<file path="config.mk">
export PLATFORM = sky130hd
export DESIGN_NAME = updown_counter
export DESIGN_NICKNAME = d
export VERILOG_FILES = /design/src/rtl/counter_pkg.sv /design/src/rtl/counter_prescaler.sv /design/src/rtl/updown_counter.sv
export SDC_FILE = /design/constraint.sdc
export NUM_CORES = 1
export LEC_CHECK = 0
export BUFFER_PORTS_ARGS = -buffer_cell sky130_fd_sc_hd__buf_2
export CAP_MARGIN = 0
export CORE_UTILIZATION = 44
export CTS_BUF_LIST = sky130_fd_sc_hd__clkbuf_16
export DETAILED_ROUTE_END_ITERATION = 8
export PLACE_DENSITY = 0.72
export SYNTH_ARGS = -nofsm -noshare
export SYNTH_HDL_FRONTEND = slang
export SYNTH_SLANG_ARGS = --single-unit
export TNS_END_PERCENT = 100
</file>
<file path="constraint.sdc">
create_clock -name clk -period 1.6 [get_ports clk]
set_input_delay 0.32 -clock clk [delete_from_list [all_inputs] [get_ports clk]]
set_output_delay 0.32 -clock clk [all_outputs]
set_load 0.01 [all_outputs]
</file>
<file path="src/rtl/counter_pkg.sv">
// Shared constants for the updown_counter family: count-mode encodings and
// the RUN/DONE state encoding.
package counter_pkg;

    localparam logic [1:0] MODE_FREE     = 2'b00;
    localparam logic [1:0] MODE_ONESHOT  = 2'b01;
    localparam logic [1:0] MODE_PINGPONG = 2'b10;

    localparam logic ST_RUN  = 1'b0;
    localparam logic ST_DONE = 1'b1;

endpackage

</file>
<file path="src/rtl/counter_prescaler.sv">
// Clock-enable prescaler: tick is high on every (div+1)-th enabled cycle.
// Only instantiated when COUNTER_PRESCALE_EN is defined.
module counter_prescaler #(
    parameter int unsigned PRESCALE_W = 4
) (
    input  logic                  clk,
    input  logic                  rst,
    input  logic                  en,
    input  logic                  clr,
    input  logic [PRESCALE_W-1:0] div,
    output logic                  tick
);

    logic [PRESCALE_W-1:0] count_q, count_d;

    // div is compared live, so a count already past a newly lowered div ticks at once.
    assign tick = (count_q >= div);

    always_comb begin
        count_d = count_q;
        if (clr) begin
            count_d = '0;
        end else if (en) begin
            count_d = tick ? '0 : count_q + PRESCALE_W'(1);
        end
    end

    always_ff @(posedge clk or posedge rst) begin
        if (rst) begin
            count_q <= '0;
        end else begin
            count_q <= count_d;
        end
    end

endmodule

</file>
<file path="src/rtl/updown_counter.sv">
// Parametrised modulo up/down counter with free-run, one-shot and ping-pong modes.
// Define COUNTER_PRESCALE_EN to add the div port and clock-enable prescaler.
module updown_counter
    import counter_pkg::*;
#(
    parameter int unsigned WIDTH      = 4,
    parameter int unsigned MODULUS    = 16,
    parameter int unsigned PRESCALE_W = 4
) (
    input  logic                  clk,
    input  logic                  rst,
    input  logic                  en,
    input  logic                  up,
    input  logic [1:0]            mode,
    input  logic                  clr,
    input  logic                  load,
    input  logic [WIDTH-1:0]      load_val,
`ifdef COUNTER_PRESCALE_EN
    input  logic [PRESCALE_W-1:0] div,
`endif
    output logic [WIDTH-1:0]      out,
    output logic                  tc,
    output logic                  done,
    output logic                  dir
);

    localparam int unsigned      MAX_INT = MODULUS - 1;
    localparam logic [WIDTH-1:0] MAX_VAL = WIDTH'(MAX_INT);
    localparam logic [WIDTH-1:0] ONE     = WIDTH'(1);

    logic [WIDTH-1:0] out_q, out_d;
    logic             tc_q, tc_d;
    logic             done_q, done_d;
    logic             dir_q, dir_d;
    logic             state_q, state_d;

    logic             tick;
    logic [WIDTH-1:0] load_clamped;
    logic             at_term;

`ifdef COUNTER_PRESCALE_EN
    counter_prescaler #(
        .PRESCALE_W (PRESCALE_W)
    ) u_prescaler (
        .clk  (clk),
        .rst  (rst),
        .en   (en),
        .clr  (clr | load),
        .div  (div),
        .tick (tick)
    );
`else
    logic unused_prescale_w;
    assign unused_prescale_w = (PRESCALE_W == 0);
    assign tick = 1'b1;
`endif

    assign load_clamped = (32'(load_val) > MAX_INT) ? MAX_VAL : load_val;
    assign at_term      = dir_q ? (out_q == MAX_VAL) : (out_q == '0);

    always_comb begin
        out_d   = out_q;
        tc_d    = 1'b0;
        done_d  = done_q;
        dir_d   = dir_q;
        state_d = state_q;

        if (clr) begin
            out_d   = '0;
            state_d = ST_RUN;
            done_d  = 1'b0;
            dir_d   = up;
        end else if (load) begin
            out_d   = load_clamped;
            state_d = ST_RUN;
            done_d  = 1'b0;
            dir_d   = up;
        end else if (en) begin
            // Ping-pong owns dir; other modes simply follow the up input.
            if (mode != MODE_PINGPONG) begin
                dir_d = up;
            end
            if (tick && (state_q == ST_RUN)) begin
                if (at_term) begin
                    tc_d = 1'b1;
                    case (mode)
                        MODE_ONESHOT: begin
                            state_d = ST_DONE;
                            done_d  = 1'b1;
                        end
                        MODE_PINGPONG: begin
                            dir_d = ~dir_q;
                            out_d = dir_q ? out_q - ONE : out_q + ONE;
                        end
                        default: begin
                            out_d = dir_q ? '0 : MAX_VAL;
                        end
                    endcase
                end else begin
                    out_d = dir_q ? out_q + ONE : out_q - ONE;
                end
            end
        end
    end

    always_ff @(posedge clk or posedge rst) begin
        if (rst) begin
            out_q   <= '0;
            tc_q    <= 1'b0;
            done_q  <= 1'b0;
            dir_q   <= 1'b1;
            state_q <= ST_RUN;
        end else begin
            out_q   <= out_d;
            tc_q    <= tc_d;
            done_q  <= done_d;
            dir_q   <= dir_d;
            state_q <= state_d;
        end
    end

    assign out  = out_q;
    assign tc   = tc_q;
    assign done = done_q;
    assign dir  = dir_q;

endmodule

</file>
### Word-level counts from Yosys, hierarchy flattened

Index checks and enable logic that the tools add are counted.
W data, S select, Z words.

| cells by class | value |
|---|---|
| add/subtract/negate cells | 2 |
| multiply operators | 0 |
| divide/modulo/power cells | 0 |
| magnitude comparators | 0 |
| eq/ne operators | 6 |
| shift operators | 0 |
| muxes and demuxes | 34 |
| bitwise logic cells | 1 |
| reductions and logical operators | 6 |

Operator list:

| cell | number |
|---|---|
| $mux W4 | 8 |
| $mux W1 | 25 |
| $reduce_bool A3 Y1 | 3 |
| $pmux W4 S2 | 1 |
| $add A4 B1 Y4 const B | 1 |
| $eq A4 B4 Y1 const B | 1 |
| $logic_not A4 Y1 | 1 |
| $ne A4 B4 Y1 const B | 1 |
| $reduce_and A4 Y1 | 1 |
| $sub A4 B1 Y4 const B | 1 |
| $ne A3 B3 Y1 const B | 1 |
| $reduce_and A3 Y1 | 1 |
| $eq A2 B1 Y1 const B | 1 |
| $eq A2 B2 Y1 const B | 1 |
| $ne A2 B2 Y1 const B | 1 |
| $not A1 Y1 | 1 |

| word-level totals | value |
|---|---|
| register bits after elaboration | 8 |
| latch bits | 0 |
| memory bits (writable) | 0 |
| memory bits (read-only) | 0 |
| bits of input ports | 12 |
| output and inout port bits | 7 |
| word-level logic and storage cells | 54 |
| memories | 0 |

### Longest topological paths before layout

Gate-level depths: netlist of run 1.

| logic depth | value |
|---|---|
| depth after elaboration | 8 |
| depth in mapped cells | 7 |
| gate-level depth less buffers | 7 |

### Worst setup path after synthesis of run 1

No wires, ideal clock.

| timing | value |
|---|---|
| path kind | register -> register |
| start | reg out_q[0], in the netlist out[0] |
| end | reg out_q[1], in the netlist out[1] |
| setup time | 76 ps |
| arrival time | 1646 ps |
| required time | 1524 ps |
| path slack | -122 ps |
| cell stages (with the launch flop) | 8 |
| buffers on the path | 0 |
| period minus slack after synthesis | 1722 ps |
| cells stage by stage | dfrtp_1 inv_1 ha_1 nor4b_4 o21ai_2 o311ai_1 a311o_1 o21ai_1 |

| between the ends | value |
|---|---|
| cells in the longest elaborated chain, start to end | 8 |
| elaborated cells on any way between the ends | 15 |
| classes of those cells | add/sub (2); eq/ne (2); mux (9); reduce/logical (2) |

Ends and longest elaborated chain:

| element | RTL line | RTL |
|---|---|---|
| start: declaration | updown_counter.sv:31 | `logic [WIDTH-1:0] out_q, out_d;` |
| start signal: assignment | updown_counter.sv:114 | `out_q <= out_d;` |
| $add A4 B1 Y4 or $sub A4 B1 Y4 (tied branches) | updown_counter.sv:93, updown_counter.sv:100 |  |
| $mux W4 | updown_counter.sv:93 | `out_d = dir_q ? out_q - ONE : out_q + ONE;` |
| $pmux W4 S2 | updown_counter.sv:86 | `case (mode)` |
| $mux W4 | updown_counter.sv:84 | `if (at_term) begin` |
| $mux W4 | updown_counter.sv:83 | `if (tick && (state_q == ST_RUN)) begin` |
| $mux W4 | updown_counter.sv:78 | `end else if (en) begin` |
| $mux W4 | updown_counter.sv:73 | `end else if (load) begin` |
| $mux W4 | updown_counter.sv:68 | `if (clr) begin` |

Several ways; a longest one is shown, not always the timed one. The select of a mux whose other input is x is not followed.
A chain may end at the register's enable or synchronous reset.

### Worst setup path after layout of run 1

Ends and elaborated chain as after synthesis.

==> metrics.md, run 1 <==
| Metric | Value |
|---|---|
| Clk slew on worst S/H paths | 40 ps |
| Synth area leaders | dfrtp_1, a21oi_1, dfstp_2, nor2_1, ha_1 |
| Mapped Cells | 75 |
| # clock sinks | 8 |
| Syn-to-layout area delta | 50.5% |
| Period utilization | 1.07 |
| Crit. End Element | flop |
| Synth warn | 0 |
| Ys async rst share | 1.00 |
| H-tree levels | 1 |
| Power Density | 947 nW/µm² |
| Final setup margin | -107 ps |
| First-pass GRT wire length | 2880 µm |
| CP max FO | 3 |
| Syn_area_per_cell | 8.73 µm² |
| Violated checks | setup timing |
| Synth top area share | 0.268 |
| I/O Buffers | 18 |
| Post-DP HPWL | 1390 µm |
| Grt ovf | 0 |
| Crit start category | flop |
| Root Buffer | clkbuf_16 |
| I/O pin count | 19 |
| Nets@finish | 123 |
| Max IR drop VDD | 0.662 mV |
| Seq/Total Area, Yosys | 0.308 |
| Yosys reg bits | 8 |
| Max Fclk | 586 MHz |
| Worst EP required | 1760 ps |
| Die Span Y | 40.6 µm |
| RSZ-0062 raised after global routing | yes |
| Share of cells above drive strength 1 | 0.500 |
| Data arrival, critical path | 1870 ps |
| R2R setup slack | -110 ps |
| Fillcell total | 114 |
| Initial detailed-routing violation count | 16 |
| Crit Path Class | reg2reg |
| Worst slew pin tran | 341 ps |
| First-pass DRT Iterations | 4 |
| Placed Cells | 115 |
| Num CTS Buffers | 3 |
| Vias in the first global route | 657 |
| Row Count | 13 |
| DR DRC count | 0 |
| Routed vias/inst | 6.23 |
| CORE AREA | 1350 µm² |
| Routed length per instance | 17.3 µm |
| Fin crit period | 1710 ps |
| Finished Layout Cells | 123 |
| Total GRT Usage | 0.292 |
| Ant. Diodes | 0 |
| CTS Buffer Depth | 2 |
| Most common library cells after synthesis | dfrtp_1, nor2_1, a21oi_1, inv_1, nor3_1 |
| Main flop type after synthesis | dfrtp_1 |
| Antenna-violating nets left | 0 |
| Pin count of the biggest net entering global routing | 9 |
| Area leader, netlist | dfrtp_1 |
| Max Slew Vio Count | 0 |
| Cell leakage power | 0.448 nW |
| Synthesized cell area | 654 µm² |
| Setup Skew | 1.69 ps |
| Post-synth net total | 89 |
| Outcome | complete, but fails checks |
| Clk Latency, worst-skew pair | 240 ps |
| Rel. slew slack | 0.772 |
| Final WL | 2130 µm |
| Post-cts hold buffer count | 0 |
| Reg2reg path depth | 8 |
| Area occupied by registers | 204 µm² |
| RR Endpoint | out[1] |
| Vias | 766 |
| Final setup viols | 5 |
| Post-synth EDFFs | 0 |
| Max-cap violations | 0 |
| Area occupied by multi-input gates | 465 µm² |
| Gpl congestion | 0.762 |
| Count of cell types in the netlist | 39 |
| DIE AREA | 1650 µm² |
| Total negative slack | -317 ps |
| Initial antenna violation count | 0 |
| Hold/Removal Path Class | in2async |
| CTS tree | yes |
| Launch point of the worst reg-to-reg path | out[0] |
| Die Wd | 40.6 µm |
| Initial Util | 0.485 |
| Final Hold Violating Endpoints | 0 |
-- sequential cells by signal (all words and copies together) (netlist names) --
signal and cells:
tc 1, state_q 1, done 1, dir 1, out 4
-- critical path, stage by stage, from the launching register on --
cell and delay, ps:
dfrtp_2 380, inv_2 60, ha_4 160, nor4b_4 130
buf_4 150, o21ai_4 180, o311ai_1 140, a311o_1 300
o21ai_1 120
-- report_power, final --
part	leakage, nW	internal, W	total, W	switching [W]
registers	0.102	0.000219	0.000243	0.0000238
clock network	0.0423	0.000326	0.000436	0.000110
logic	0.304	0.000126	0.000253	0.000128
-- timing repair --
action / 4_1_cts / 5_1_grt
setup buffers: 1 / 4
resized for setup: 4 / 3
endpoints found under the setup margin: 5 / 6
pin swaps: 8 / 2
-- worst max-delay path by stage --
stage | from | endpoint | cells past startpoint
after floorplan | out[0] | out[1] | 6
after global placement | out[0] | out[1] | 6
after detailed placement | out[1] | out[1] | 7
after CTS | out[0] | out[1] | 8
after global routing | out[0] | out[1] | 8
final | out[0] | out[1] | 8
-- layer usage --
layer | routed length [µm] | vias up | GRT usage
met5 | 0 | - | 0
met4 | 55 | 0 | 0.192
met3 | 144 | 7 | 0.0889
met2 | 1160 | 37 | 0.528
met1 | 772 | 374 | 0.279
li1 | - | 348 | -
-- kinds of logic (layout without fill, tap and decap cells) --
group | after synthesis | in the layout | share of synthesized area
buffers and inverters | 9 | 42 | 0.0650
DFF | 8 | 8 | 0.308
AOI/OAI and AO/OA | 24 | 24 | 0.277
adders and majority gates | 2 | 2 | 0.0382
muxes | 1 | 1 | 0.0153
and+or+nand+nor | 31 | 31 | 0.296
-- area by class of cell --
cell class,instances,share of cell area
timing repair buffer,32,0.198
multi-input combinational,58,0.473
sequential,8,0.207
inverter,6,0.0229
tap,15,0.0191
clock buffer,3,0.0762
clock inverter,1,0.00381
-- through the flow --
step	setup slack (ps)	hold slack (ps)	power (W)	util	area, µm²
floorplan	-11.4	135	0.000378	-	682
global placement	-21.8	275	0.000455	0.627	846
detailed placement	-68.3	288	0.000461	0.627	846
CTS	-48.4	38.6	0.000916	0.703	950
global route	-157	73.3	0.000973	0.729	985
finish	-107	34.4	0.000932	0.729	985
-- cells in the final DEF (no fill, tap or decap), types with 2 or more instances in the layout --
master | synthesis | routed
nor3_1 | 4 | 3
clkbuf_16 | 0 | 3
buf_2 | 1 | 18
a21oi_1 | 6 | 6
inv_2 | 0 | 2
inv_1 | 6 | 5
o31ai_1 | 2 | 2
dfrtp_1 | 7 | 5
buf_4 | 0 | 14
nor2_1 | 7 | 6
nand2b_1 | 2 | 2
a22oi_1 | 2 | 2
or2b_1 | 2 | 2
o21ai_1 | 1 | 2
nor2_4 | 0 | 2
dfrtp_2 | 0 | 2
nor2b_1 | 2 | 2
nand2_1 | 3 | 2
(Power assumes the default switching activity.)
==> run 2, diff against run 1 <==
--- a/config.mk
+++ b/config.mk
@@ -7,11 +7,13 @@
 export LEC_CHECK = 0
 export BUFFER_PORTS_ARGS = -buffer_cell sky130_fd_sc_hd__buf_2
 export CAP_MARGIN = 0
-export CORE_UTILIZATION = 44
+export CORE_UTILIZATION = 45
 export CTS_BUF_LIST = sky130_fd_sc_hd__clkbuf_16
 export DETAILED_ROUTE_END_ITERATION = 8
-export PLACE_DENSITY = 0.72
+export PLACE_DENSITY = 0.71
+export SLEW_MARGIN = 10
 export SYNTH_ARGS = -nofsm -noshare
 export SYNTH_HDL_FRONTEND = slang
+export SYNTH_HIERARCHICAL = 1
 export SYNTH_SLANG_ARGS = --single-unit
 export TNS_END_PERCENT = 100
==> constraint.sdc (replaced) <==
create_clock -name clk -period 1.78 [get_ports clk]
set_input_delay 0.356 -clock clk [delete_from_list [all_inputs] [get_ports clk]]
set_output_delay 0.356 -clock clk [all_outputs]
set_load 0.01 [all_outputs]
==> metrics.md, run 2 <==
| Metric | Value |
|---|---|
| DIE AREA | 1610 µm² (-2.1%) |
| Placed Cells | 109 (-5.2%) |
| Max Slew Vio Count | 0 (unchanged) |
| Total negative slack | -6.09 ps (+311 ps) |
| Seq/Total Area, Yosys | 0.308 (unchanged) |
| Ant. Diodes | 0 (unchanged) |
| Routed length per instance | 16.2 µm (-6.6%) |
| CP max FO | 6 (+3) |
| Max Fclk | 560 MHz (-4.4%) |
| # clock sinks | 8 (unchanged) |
| Total GRT Usage | 0.277 (-0.0148) |
| Routed vias/inst | 5.87 (-5.7%) |
| R2R setup slack | -6 ps (+100 ps) |
| RSZ-0062 raised after global routing | yes |
| Synth warn | 6 (+6) |
| Fillcell total | 108 (-5.3%) |
| Crit. End Element | flop |
| Cell leakage power | 0.421 nW (-6.0%) |
| Pin count of the biggest net entering global routing | 12 (+3) |
| Row Count | 13 (unchanged) |
| Hold/Removal Path Class | in2async |
| Root Buffer | clkbuf_16 |
| Vias in the first global route | 646 (-1.7%) |
| Setup Skew | 3.80 ps (+2.11 ps) |
| Initial Util | 0.491 (+0.00591) |
| Synth top area share | 0.268 (unchanged) |
| Share of cells above drive strength 1 | 0.456 (-0.0437) |
| P_int | 0.000591 W (-12%) |
| CTS tree | yes |
| Synth area leaders | dfrtp_1, a21oi_1, dfstp_2, nor2_1, ha_1 |
| Data arrival, critical path | 1950 ps (+80 ps) |
| Max-cap violations | 0 (unchanged) |
| Most common library cells after synthesis | dfrtp_1, nor2_1, a21oi_1, inv_1, nor3_1 |
| Main flop type after synthesis | dfrtp_1 |
| Fin crit period | 1790 ps (+78.6 ps) |
| Grt ovf | 0 (unchanged) |
| Post-synth EDFFs | 0 (unchanged) |
| Switching share of power | 0.279 (-0.00124) |
| Clock Power Share | 0.479 (+0.011) |
| Die Span Y | 40.1 µm (-1.1%) |
| Outcome | complete, but fails checks |
| Yosys reg bits | 8 (unchanged) |
| Clk slew on worst S/H paths | 40 ps (about the same) |
| Max IR drop VDD | 0.984 mV (+49%) |
| Worst slew pin tran | 428 ps (+86.3 ps) |
| CORE AREA | 1330 µm² (-1.2%) |
| Area leader, netlist | dfrtp_1 |
| Final Hold Violating Endpoints | 0 (unchanged) |
| Violated checks | setup timing |
| Power Density | 870 nW/µm² (-8.1%) |
| CP startpoint | out[0] |
| Mapped Cells | 75 (unchanged) |
| Commonest cells after routing, fill and taps aside | buf_2, buf_4, dfrtp_1, nor2_1 |
| Worst EP required | 1940 ps (+180 ps) |
| First-pass DRT Iterations | 4 (unchanged) |
| Gpl congestion | 0.743 (-2.4%) |
| Initial detailed-routing violation count | 13 (-3) |
| Crit Path Class | reg2reg |
| First-pass GRT wire length | 2790 µm (-3.1%) |
| Max reg flops | 4 (unchanged) |
| Antenna-violating nets left | 0 (unchanged) |
| Sequential Power Share | 0.268 (+0.008) |
| Combinational Power Share | 0.253 (-0.019) |
| Nets@finish | 118 (-4.1%) |
| Final setup margin | -6.09 ps (+101 ps) |
| Synthesized cell area | 654 µm² (unchanged) |
| Period utilization | 1.00 (-0.0637) |
| DR DRC count | 0 (unchanged) |
| Final WL | 1910 µm (-10%) |
| Final setup viols | 1 (-4) |
| Count of cell types in the netlist | 39 (unchanged) |
| I/O pin count | 19 (unchanged) |
| Area occupied by multi-input gates | 462 µm² (-0.81%) |
| Crit start category | flop |
| CTS Buffer Depth | 2 (unchanged) |
| I/O Buffers | 18 (unchanged) |
| H-tree levels | 1 (unchanged) |
| Syn-to-layout area delta | 43.8% |
| Die Wd | 40.1 µm (-1.1%) |
| NetSw | 0.000228 W (-13%) |
| Vias | 693 (-9.5%) |
| Post-synth net total | 89 (unchanged) |
| Clk Latency, worst-skew pair | 240 ps (about the same) |
| Area occupied by registers | 201 µm² (-1.2%) |
| Num CTS Buffers | 3 (unchanged) |
| Syn_area_per_cell | 8.73 µm² (unchanged) |
| Most common cell after layout, fill and taps aside | buf_2 |
| Post-DP HPWL | 1260 µm (-9.9%) |
| Finished Layout Cells | 118 (-4.1%) |
| Launch point of the worst reg-to-reg path | out[0] |
| Ys async rst share | 1.00 (unchanged) |
| Initial antenna violation count | 0 (unchanged) |
| Rel. slew slack | 0.714 (-0.0585) |
-- run 2: cell types whose count changed in the layout (fill, tap and decap cells not counted), sizes merged --
| cell | before | now |
|---|---|---|
| buf | 32 | 27 |
-- run 2: final timing paths --
kind,to,cells past startpoint
max,out[2],7
min,tc,2
max reg2reg,out[2],7
min reg2reg,state_q,1
max in group asynchronous,dir,2
min in group clk,out[0],2
-- run 2: repair_timing --
action / 4_1_cts / 5_1_grt
hold buffers: 0 / 0
pin swaps: 1 / 6
gates cloned: 0 / 0
buffers inserted: 3 / 2
gates resized for setup: 0 / 13
setup endpoints to repair: 1 / 6
-- run 2: final cells by class --
cell class,count,share of cell area
clock buffer,3,0.0798
tap,15,0.0199
sequential,8,0.214
clock inverter,1,0.00399
inverter,6,0.0239
timing repair buffer,27,0.168
multi-input combinational,58,0.491
-- run 2: per-layer routing --
layer  wire [µm]  GRT usage  part of all wire  up-vias
met5           0          0                 0        -
met4          35      0.129             0.018        0
met3          78     0.0833             0.041        5
met2         919      0.464              0.48       17
met1         874      0.320              0.46      338
li1            -          -                 -      333
-- run 2: logic make-up after synthesis --
family | after synthesis | synth area share
adders and majority gates | 2 | 0.0382
muxes | 1 | 0.0153
DFF | 8 | 0.308
AOI/OAI and AO/OA | 24 | 0.277
and+or+nand+nor | 31 | 0.296
buffers and inverters | 9 | 0.0650
-- run 2: through the flow --
stage	hold WS [ps]	util	power, W	setup slack (ps)	cell area, µm²
floorplan	171	-	0.000326	57.5	654
global placement	309	0.580	0.000377	38.3	773
detailed placement	321	0.580	0.000380	7.74	773
CTS	72.5	0.656	0.000785	2.37	875
global route	108	0.705	0.000853	-83.2	941
finish	60.2	0.705	0.000819	-6.09	941
-- run 2: power by group through the flow --
stage	logic (W)	registers [W]	clock network [W]
2_1_floorplan	0.000106	0.000220	0
3_3_place_gp	0.000157	0.000220	0
3_5_place_dp	0.000160	0.000221	0
4_1_cts	0.000171	0.000218	0.000397
5_1_grt	0.000226	0.000222	0.000406
6_report	0.000207	0.000220	0.000392
-- run 2: worst max-delay path: stages (launching register included) --
cell     delay (ps)
dfrtp_1         400
inv_2           110
ha_4            150
nor4b_4         380
o21ai_4         130
a31oi_4         300
a22oi_1         140
o21ai_1          90
==> run 3, diff against run 2 <==
--- a/config.mk
+++ b/config.mk
@@ -5,12 +5,13 @@
 export SDC_FILE = /design/constraint.sdc
 export NUM_CORES = 1
 export LEC_CHECK = 0
-export BUFFER_PORTS_ARGS = -buffer_cell sky130_fd_sc_hd__buf_2
 export CAP_MARGIN = 0
+export CORE_MARGIN = 1
 export CORE_UTILIZATION = 45
 export CTS_BUF_LIST = sky130_fd_sc_hd__clkbuf_16
 export DETAILED_ROUTE_END_ITERATION = 8
-export PLACE_DENSITY = 0.71
+export DONT_BUFFER_PORTS = 1
+export HOLD_SLACK_MARGIN = 0.1
 export SLEW_MARGIN = 10
 export SYNTH_ARGS = -nofsm -noshare
 export SYNTH_HDL_FRONTEND = slang
==> metrics.md, run 3 (same netlist as run 2, synthesis figures left out) <==
| Metric | Value |
|---|---|
| CTS Buffer Depth | 2 (unchanged) |
| Vias | 593 (-14%) |
| Hold/Removal Path Class | in2reg |
| Final Hold Violating Endpoints | 0 (unchanged) |
| Final WL | 1700 µm (-11%) |
| Max Fclk | 576 MHz (+2.8%) |
| CORE AREA | 1330 µm² (unchanged) |
| Period utilization | 0.976 (-0.0277) |
| Final Util | 0.632 (-0.0732) |
| Clk slew on worst S/H paths | 40 ps (about the same) |
| Final setup margin | 43.2 ps (+49.3 ps) |
| Dpl ws | 40.8 ps (+33.1 ps) |
| Reg2reg path depth | 7 (unchanged) |
| I/O Buffers | 0 (-18) |
| Total GRT Usage | 0.239 (-0.0380) |
| Max reg flops | 4 (unchanged) |
| Outcome | finished clean |
| Cell leakage power | 0.339 nW (-20%) |
| First-pass DRT Iterations | 4 (unchanged) |
| DIE AREA | 1610 µm² (unchanged) |
| Min-Delay Path Depth | 1 |
| Vias in the first global route | 535 (-17%) |
| Initial Util | 0.491 (unchanged) |
| Fillcell total | 114 (+5.6%) |
| Rel. slew slack | 0.765 (+0.0509) |
| Worst path cell trace | inv_2 -> ha_4 -> nor4b_4 -> buf_4 -> nor2_4 -> a311o_1 -> o21ai_1 |
| First-pass GRT wire length | 2420 µm (-13%) |
| H-tree levels | 1 (unchanged) |
| Setup Skew | 5.32 ps (+1.52 ps) |
| Die Wd | 40.1 µm (unchanged) |
| Data arrival, critical path | 1900 ps (-50 ps) |
| Initial antenna violation count | 0 (unchanged) |
| Post-DP HPWL | 1210 µm (-3.4%) |
| Root Buffer | clkbuf_16 |
| Max-cap violations | 0 (unchanged) |
| Placed Cells | 92 (-16%) |
| Hold Slack | 210 ps (+150 ps) |
| Worst EP required | 1940 ps (about the same) |
| Tot Pwr | 0.000788 W (-3.8%) |
| Routed vias/inst | 5.99 (+2.0%) |
| CP max FO | 6 (unchanged) |
| Power Density | 934 nW/µm² (+7.4%) |
| Worst slew pin tran | 352 ps (-76.1 ps) |
| Gpl congestion | 0.768 (+3.4%) |
| # clock sinks | 8 (unchanged) |
| DR DRC count | 0 (unchanged) |
| Syn-to-layout area delta | 28.9% |
| Routed length per instance | 17.2 µm (+6.3%) |
| Crit start category | flop |
| Antenna-violating nets left | 0 (unchanged) |
| Crit Path Class | reg2reg |
| Grt ovf | 0 (unchanged) |
| Final setup viols | 0 (-1) |
| Pin count of the biggest net entering global routing | 9 (-3) |
| Max IR drop VDD | 0.538 mV (-45%) |
| Largest stage delay, worst path | 410 ps (about the same) |
| Clk Latency, worst-skew pair | 240 ps (about the same) |
| Ant. Diodes | 0 (unchanged) |
| Num CTS Buffers | 3 (unchanged) |
| CP max stage cell | dfrtp_1 |
| RSZ-0062 raised after global routing | yes |
| Max Slew Vio Count | 0 (unchanged) |
| CTS tree | yes |
| Row Count | 13 (unchanged) |
| Finished Layout Cells | 99 (-16%) |
| Commonest cells after routing, fill and taps aside | dfrtp_1, buf_4, nor2_1, a21oi_1, inv_1 |
| Initial detailed-routing violation count | 16 (+3) |
| Die Span Y | 40.1 µm (unchanged) |
| Share of cells above drive strength 1 | 0.298 (-0.159) |
| Fin crit period | 1740 ps (-49.3 ps) |
| Nets@finish | 99 (-16%) |
| I/O pin count | 19 (unchanged) |
| Crit. End Element | flop |
==> run 3: cell count changes in the layout (fill, tap and decap cells not counted), sizes merged <==
cell / before / now
buf: 27 / 7
dlygate4sd3: 0 / 1
==> run 3: worst paths after layout <==
kind,startpoint,end,slack [ps]
max,out[0],out[1],40
max reg2reg,out[0],out[1],40
min in group asynchronous,rst,out[2],520
min reg2reg,state_q,state_q,490
min,clr,out[0],210
max in group asynchronous,rst,dir,960
==> run 3: final cells by class <==
cell class                 instances  area, µm²  area share
multi-input combinational         58        459       0.545
sequential                         8        201       0.239
clock buffer                       3       75.1      0.0890
timing repair buffer               8       62.6      0.0742
inverter                           6       22.5      0.0267
tap                               15       18.8      0.0223
clock inverter                     1       3.75     0.00445
==> run 3: where the power goes <==
group | internal [W] | total (W) | switching, W
Clock | 0.000294 | 0.000392 | 0.0000985
Combinational | 0.0000834 | 0.000179 | 0.0000955
Sequential | 0.000196 | 0.000217 | 0.0000207
Total | 0.000573 | 0.000788 | 0.000215
==> run 3: critical path, delay by kind of cell, from the launching register on <==
family / cells / cell delay (ps)
AOI/OAI and AO/OA: 2 / 450
DFF: 1 / 410
and+or+nand+nor: 2 / 370
buffers and inverters: 2 / 290
adders and majority gates: 1 / 150
==> run 3: per-stage QoR <==
stage	setup TNS (ps)	instance area [µm²]
2_1_floorplan	0	654
3_3_place_gp	0	691
3_5_place_dp	0	691
4_1_cts	0	779
5_1_grt	-44.5	843
6_report	0	843
==> run 3: timing repair <==
item                                    CTS  global route
hold buffers                              1             0
gates resized for setup                   0            11
endpoints found under the setup margin    0             5
buffers inserted                          0             2
endpoints found under the hold margin     7             0
==> run 3: routing by layer <==
metal | share of wire | wire, µm | GRT usage | vias up
met2 | 0.50 | 858 | 0.391 | 19
met1 | 0.44 | 746 | 0.287 | 275
met3 | 0.058 | 98 | 0.0889 | 0
li1 | - | - | - | 299
met4 | 0 | 0 | 0.0776 | 0
met5 | 0 | 0 | 0 | -
